`src/rtl/debounce_edge.sv`:
```
// Debouncer: two-flop synchroniser, 4-state accept FSM, registered rise/fall pulses.
// Latency DEBOUNCE_CYCLES+2 edges from first din sample to dout; no backpressure (din sampled every cycle).
module debounce_edge #(
  parameter int unsigned DEBOUNCE_CYCLES = 4
) (
  input  logic clk,
  input  logic rst_async_n,
  input  logic rst_sync,
  input  logic din,
  output logic dout,
  output logic rise,
  output logic fall,
  output logic busy
);

  localparam int unsigned CW = $clog2(DEBOUNCE_CYCLES + 1);
  localparam logic [CW-1:0] CNT_MAX = CW'(DEBOUNCE_CYCLES);

  typedef enum logic [1:0] {
    STABLE_LOW  = 2'd0,
    CHECK_HIGH  = 2'd1,
    STABLE_HIGH = 2'd2,
    CHECK_LOW   = 2'd3
  } state_t;

  state_t        state, state_nxt;
  logic [CW-1:0] count, count_nxt;
  logic          s1, s2;
  logic          dout_nxt, rise_nxt, fall_nxt;

  always_ff @(posedge clk or negedge rst_async_n) begin
    if (!rst_async_n) begin
      s1 <= 1'b0;
      s2 <= 1'b0;
    end else if (rst_sync) begin
      s1 <= 1'b0;
      s2 <= 1'b0;
    end else begin
      s1 <= din;
      s2 <= s1;
    end
  end

  always_ff @(posedge clk or negedge rst_async_n) begin
    if (!rst_async_n) begin
      state <= STABLE_LOW;
      count <= '0;
      dout  <= 1'b0;
      rise  <= 1'b0;
      fall  <= 1'b0;
    end else if (rst_sync) begin
      state <= STABLE_LOW;
      count <= '0;
      dout  <= 1'b0;
      rise  <= 1'b0;
      fall  <= 1'b0;
    end else begin
      state <= state_nxt;
      count <= count_nxt;
      dout  <= dout_nxt;
      rise  <= rise_nxt;
      fall  <= fall_nxt;
    end
  end

  // count holds the number of agreeing samples already taken; accept when this one makes it CNT_MAX
  always_comb begin
    state_nxt = state;
    count_nxt = count;
    case (state)
      STABLE_LOW: begin
        if (s2) begin
          if (CNT_MAX == CW'(1)) begin
            state_nxt = STABLE_HIGH;
            count_nxt = '0;
          end else begin
            state_nxt = CHECK_HIGH;
            count_nxt = CW'(1);
          end
        end
      end
      CHECK_HIGH: begin
        if (!s2) begin
          state_nxt = STABLE_LOW;
          count_nxt = '0;
        end else if (count == CNT_MAX - CW'(1)) begin
          state_nxt = STABLE_HIGH;
          count_nxt = '0;
        end else begin
          count_nxt = count + CW'(1);
        end
      end
      STABLE_HIGH: begin
        if (!s2) begin
          if (CNT_MAX == CW'(1)) begin
            state_nxt = STABLE_LOW;
            count_nxt = '0;
          end else begin
            state_nxt = CHECK_LOW;
            count_nxt = CW'(1);
          end
        end
      end
      CHECK_LOW: begin
        if (s2) begin
          state_nxt = STABLE_HIGH;
          count_nxt = '0;
        end else if (count == CNT_MAX - CW'(1)) begin
          state_nxt = STABLE_LOW;
          count_nxt = '0;
        end else begin
          count_nxt = count + CW'(1);
        end
      end
      default: begin
        state_nxt = STABLE_LOW;
        count_nxt = '0;
      end
    endcase
  end

  // dout is 1 in STABLE_HIGH and while a falling candidate is still being checked
  always_comb begin
    dout_nxt = (state_nxt == STABLE_HIGH) || (state_nxt == CHECK_LOW);
    rise_nxt = (state_nxt == STABLE_HIGH) &&
               ((state == STABLE_LOW) || (state == CHECK_HIGH));
    fall_nxt = (state_nxt == STABLE_LOW) &&
               ((state == STABLE_HIGH) || (state == CHECK_LOW));
    busy     = (state == CHECK_HIGH) || (state == CHECK_LOW);
  end

endmodule

```
`config.mk`:
```
export PLATFORM = sky130hd
export DESIGN_NAME = debounce_edge
export DESIGN_NICKNAME = d
export VERILOG_FILES = /design/src/rtl/debounce_edge.sv
export SDC_FILE = /design/constraint.sdc
export NUM_CORES = 1
export LEC_CHECK = 0
export ABC_AREA = 1
export BUFFER_PORTS_ARGS = -buffer_cell sky130_fd_sc_hd__buf_2
export CAP_MARGIN = 20
export CORE_MARGIN = 4
export CORE_UTILIZATION = 30
export DETAILED_ROUTE_END_ITERATION = 12
export PLACE_DENSITY = 0.55
export SYNTH_ARGS = -nofsm -noshare
export SYNTH_HDL_FRONTEND = slang
export SYNTH_SLANG_ARGS = --single-unit
```
`constraint.sdc`:
```
create_clock -name clk -period 1.32 [get_ports clk]
set_input_delay 0.132 -clock clk [delete_from_list [all_inputs] [get_ports clk]]
set_output_delay 0.132 -clock clk [all_outputs]
set_load 0.01 [all_outputs]
```
==> results of run 1 <==
## kinds of logic (layout without fill, tap and decap cells)
| family | after synthesis | in the layout | synth area share |
|---|---|---|---|
| AND/OR/NAND/NOR | 27 | 27 | 0.273 |
| adder cells (fa/ha/maj) | 1 | 1 | 0.0282 |
| flip-flops | 10 | 10 | 0.563 |
| buffers and inverters | 10 | 20 | 0.101 |
| AO/OA/AOI/OAI | 3 | 3 | 0.0338 |
## metrics by stage
step | hold slack [ps] | power (µW)
finish | 65.0 | 621
floorplan | -164 | 342
CTS | 59.0 | 632
global placement | 0.0481 | 353
detailed placement | 4.25 | 353
global route | 54.9 | 664
## layout make-up
type / instances / area [µm²] / area share
inverter: 8 / 30.0 / 0.0567
clock buffer: 4 / 36.3 / 0.0686
timing repair buffer: 8 / 45.0 / 0.0851
sequential: 10 / 250 / 0.473
tap: 15 / 18.8 / 0.0355
multi-input combinational: 31 / 149 / 0.281
## power breakdown
part           switching (µW)  internal (µW)
combinational            21.4           12.0
sequential               3.70            311
clock                     105            167
total                     130            491
## cells in the mapped netlist, types with 2 or more instances
library cell / number / area (µm²)
a21oi_1: 2 / 10.0
dfrtp_1: 10 / 250
inv_1: 7 / 26.3
nand2_1: 11 / 41.3
nand3_1: 5 / 25.0
nor2_1: 6 / 22.5
nor3_1: 2 / 10.0
## repair_timing
item,4_1_cts,5_1_grt
setup endpoints to repair,0,0
hold buffers,1,0
endpoints found under the hold margin,10,0
## metal layers
metal / wire, µm / track usage
met1: 317 / 0.0853
met2: 308 / 0.124
met3: 66 / 0.0703
met4: 9 / 0.0341
met5: 0 / 0
## worst reg2reg max path, cell delays in order (launching register included)
cell and delay, ps:
dfrtp_1 390, ha_1 250, nand3_2 120, nand2_1 60
o21ai_1 90, nor2_1 60
## worst max-delay path by stage
stage	start	end	slack, ps	depth (start not counted)
after floorplan	count[0]$_DFFE_PN0P_	dout$_DFF_PN0_	310	5
after global placement	count[0]$_DFFE_PN0P_	state[1]$_DFF_PN0_	250	5
after detailed placement	count[0]$_DFFE_PN0P_	state[1]$_DFF_PN0_	240	5
after CTS	count[0]$_DFFE_PN0P_	state[1]$_DFF_PN0_	240	5
after global routing	count[0]$_DFFE_PN0P_	state[1]$_DFF_PN0_	180	5
final	count[0]$_DFFE_PN0P_	dout$_DFF_PN0_	250	5
## flip-flops by register name, summed over array words and instances, names as in the netlist
register,cells
count,3
fall,1
s1,1
state,2
dout,1
rise,1
s2,1
==> results.cfg, run 1 <==
[global_route]
grt_start_max_net_pins = 11
grt_pass1_vias = 283
grt_usage = 0.0838
overflow = 0
antenna_found_initial = 0
grt_pass1_wl_mm = 1.17

[floorplanning]
die_h_um = 46.5
initial_utilization = 0.329
die-width_um = 46.5
die_area_mm2 = 0.00216
row_count = 13
coreArea_mm2 = 0.00135
ios = 8

[synth]
synthesis.area_um2 = 444
synth_edf_count = 0
yosysUniqueCellTypes = 15
syn_nets = 56
avgSynthCellArea_um2 = 8.71
ys_ff_latch = 10
ys_async_sr_fraction = 1.00
syn_inst = 51
ys.warnings.count = 0
seq_area_frac_synth = 0.563
synthFlopType = dfrtp_1

[placed_design]
post_dp_cell_area_um2 = 483
port_buffers = 7
pre_cts_ws_ps = 237
gp_congestion = 0.699
dp_hpwl_um = 528
dpl.cell_count = 71

[critical_path]
path_cells = ha_1, nand3_2, nand2_1, o21ai_1, nor2_1
end_kind = flip-flop
cp.arrival_ps = 1230
r2r_slack_ps = 250
cp_max_fo = 5
crit_type = flip-flop to flip-flop
crit_family = flip-flops
slowest_delay_ps = 390
cp-start-kind = flip-flop
rr_endpoint = dout$_DFF_PN0_
path_buf_inv = 0
crit_slowest_cell = dfrtp_1
reg2reg_from = count[0]$_DFFE_PN0P_
r2r_cells = 5
critPathRequiredTime_ps = 1480

[clocking]
clock-root-buffer = clkbuf_4
post_cts_buffers = 0
htree_levels = 1
cts_tree = done
cts_buffers = 3
clk_latency_ps = 270
postCtsResizedCells = 0
clk_pin_slew_ps = 70
cts_sinks = 10
cts_buffer_depth = 2

[route]
drc = 0
viasPerCell = 4.47
wl_um = 701
drt-pass1-iter-count = 2
drt_iter0_markers = 2
antenna_left = 0
num_vias = 340
routedWlPerCell_um = 9.22

[timing]
fin_crit_sh = 0.814
final-setup-viol-count = 0
fin_skew_ps = 7.05
worstMarginPinSlew_ps = 226
fin_ws_ps = 246
hold_viol = 0
fmax_ghz = 0.931
relSlewSlack = 0.849
rsz0062_at_grt = false
period_needed_ps = 1070
setup_tns_ps = 0
finalMaxSlewViolations = 0

[min_path]
hold_end = s1$_DFF_PN0_
whs_path_depth = 3
min_from = din
holdCritPathClass = primary input to flip-flop

[cells_and_area]
stdcell_area_um2 = 529
final_common_cell = nand2_1
utilization = 0.392
diodes = 0
final_cell_mix = 11 x nand2_1, 10 x dfrtp_1, 7 x inv_1, 7 x buf_2, 6 x nor2_1
fillers = 137
layout.cells.non_filler = 76
layout-area-overhead-vs-synth_pct = 19.2
drive_above_1_share = 0.230
fin_nets = 67

[power_and_ir_drop]
p_per_area_mw_per_mm2 = 1170
p_leak_uw = 0.000294
ir_worst_vdd_uv = 814

[status]
status = finished clean

[flow_run]
cap_violations = 0
No activity file was read; power rests on OpenSTA's default activity.
==> run 2, diff against run 1 <==
==> constraint.sdc (replaced) <==
create_clock -name clk -period 1.1 [get_ports clk]
set_input_delay 0.11 -clock clk [delete_from_list [all_inputs] [get_ports clk]]
set_output_delay 0.11 -clock clk [all_outputs]
set_load 0.01 [all_outputs]
==> run 2 against run 1 <==
Effect of this change:
- setup slack got worse by 180 ps
- non-clock buffer count rose by 1
- global-route usage rose by 0.86 points
- fmax rose by 4.0%
- via count rose by 3.8%
- clock skew fell by 5.5 ps
- first-iteration DRC count fell by 50%
- critical path depth did not move
- clock-buffer cell count fell by 1
- combinational power rose by 36%
- largest cell class unchanged
==> results.cfg, run 2 (same netlist as run 1, synthesis figures left out) <==
[timing]
relSlewSlack = 0.844
fmax_ghz = 0.968
hold_viol = 0
finalMaxSlewViolations = 0
fin_crit_sh = 0.939
final-setup-viol-count = 0
period_needed_ps = 1030
worstMarginPinSlew_ps = 233
fin_skew_ps = 1.59
fin_ws_ps = 66.9

[clocking]
cts_tree = done
clock-root-buffer = clkbuf_4
post_cts_buffers = 0
clk_pin_slew_ps = 60
cts_sinks = 10
cts_buffers = 3
htree_levels = 1
clk_latency_ps = 250
cts_buffer_depth = 2

[power_and_ir_drop]
p_comb_frac = 0.070
p_per_area_mw_per_mm2 = 1200
power.internal_uw = 518
p_sw_frac = 0.206
p_leak_uw = 0.000290
clock_power_share = 0.348
switching_power_uw = 135
power.share.sequential = 0.582
ir_worst_vdd_uv = 700

[flow_run]
cap_violations = 0

[route]
met2_length_um = 360
viasPerCell = 4.64
drt_iter0_markers = 1
drc = 0
drt-pass1-iter-count = 2
wl_um = 755
routedWlPerCell_um = 9.93
dr.max_layer_used = met4
antenna_left = 0
wl_met3_um = 67
wl_met1_um = 318
num_vias = 353

[cells_and_area]
seq_area_um2 = 250
largest_reg_flops = 3
layout-area-overhead-vs-synth_pct = 22.5
fillers = 140
final_cell_mix = 10 x nand2_1, 10 x dfrtp_1, 7 x inv_1, 7 x buf_2
stdcell_area_um2 = 544
multiInputGateArea_um2 = 170
diodes = 0
regMostFlops = count
drive_above_1_share = 0.295
fin_nets = 68
largest_registers = count: 3 flops, state: 2 flops

[critical_path]
rr_endpoint = count[1]$_DFFE_PN0P_
r2r_slack_ps = 70
cp.arrival_ps = 1230
end_kind = flip-flop
r2r_cells = 5
crit_type = flip-flop to flip-flop
critPathRequiredTime_ps = 1290
worstSetupEndpoint = count[1]$_DFFE_PN0P_
reg2reg_from = count[1]$_DFFE_PN0P_
cp_max_fo = 2
startpoint = count[1]$_DFFE_PN0P_
cp-start-kind = flip-flop

[floorplanning]
initial_utilization = 0.329
ios = 8
row_count = 13
coreArea_mm2 = 0.00135
die_area_mm2 = 0.00216
die_h_um = 46.5
die-width_um = 46.5

[status]
status = finished clean

[placed_design]
pre_cts_ws_ps = 31.6
dp_hpwl_um = 583
port_buffers = 7
post_dp_cell_area_um2 = 490
gp_congestion = 0.707

[global_route]
grt_pass1_vias = 329
overflow = 0
grt_usage = 0.0924
antenna_found_initial = 0
grt_pass1_wl_mm = 1.32
grt_start_max_net_pins = 11

[min_path]
holdCritPathClass = primary input to flip-flop
-- run 2: worst max-delay path: stages (launching register included) --
cell     delay, ps
dfrtp_1        410
ha_4           280
nand2_2         50
a21oi_2        100
nand3_1         80
nand2_1         70
-- run 2: cell type report --
type / instances / area share
Clock buffer: 3 / 0.0414
Inverter: 8 / 0.0552
Multi-Input combinational cell: 31 / 0.313
Timing Repair Buffer: 9 / 0.0966
Tap cell: 15 / 0.0345
Sequential cell: 10 / 0.460
-- run 2: worst min path at each step --
stage	startpoint	cells after the start	to
2_1_floorplan	rst_async_n	0	count[0]$_DFFE_PN0P_
3_3_place_gp	rst_async_n	1	fall$_DFF_PN0_
3_5_place_dp	rst_async_n	1	fall$_DFF_PN0_
4_1_cts	din	3	s1$_DFF_PN0_
5_1_grt	din	3	s1$_DFF_PN0_
6_report	din	3	s1$_DFF_PN0_
-- run 2: repair_timing --
item / 4_1_cts / 5_1_grt
hold endpoints to repair: 10 / 0
hold buffers: 1 / 0
resized for setup: 0 / 5
setup endpoints to repair: 0 / 4
-- run 2: stage by stage --
step	power (µW)	std cells	hold WS, ps	utilization	TNS (ps)
floorplan	410	51	-186	-	0
global placement	426	72	-21.8	0.363	0
detailed placement	427	72	-19.8	0.363	0
CTS	667	76	42.9	0.387	0
global route	707	76	41.2	0.403	-7.31
finish	652	76	52.2	0.403	0
-- run 2: power groups by stage --
stage	clock (µW)	sequential [µW]	combinational, µW
2_1_floorplan	0	385	25.3
3_3_place_gp	0	385	41.1
3_5_place_dp	0	385	41.8
4_1_cts	245	378	44.6
5_1_grt	274	380	53.7
6_report	227	380	45.5
-- run 2: routing by layer --
layer / up-vias / GRT usage
met2: 9 / 0.146
li1: 181 / -
met4: 0 / 0.0511
met1: 161 / 0.0918
met5: - / 0
met3: 2 / 0.0586
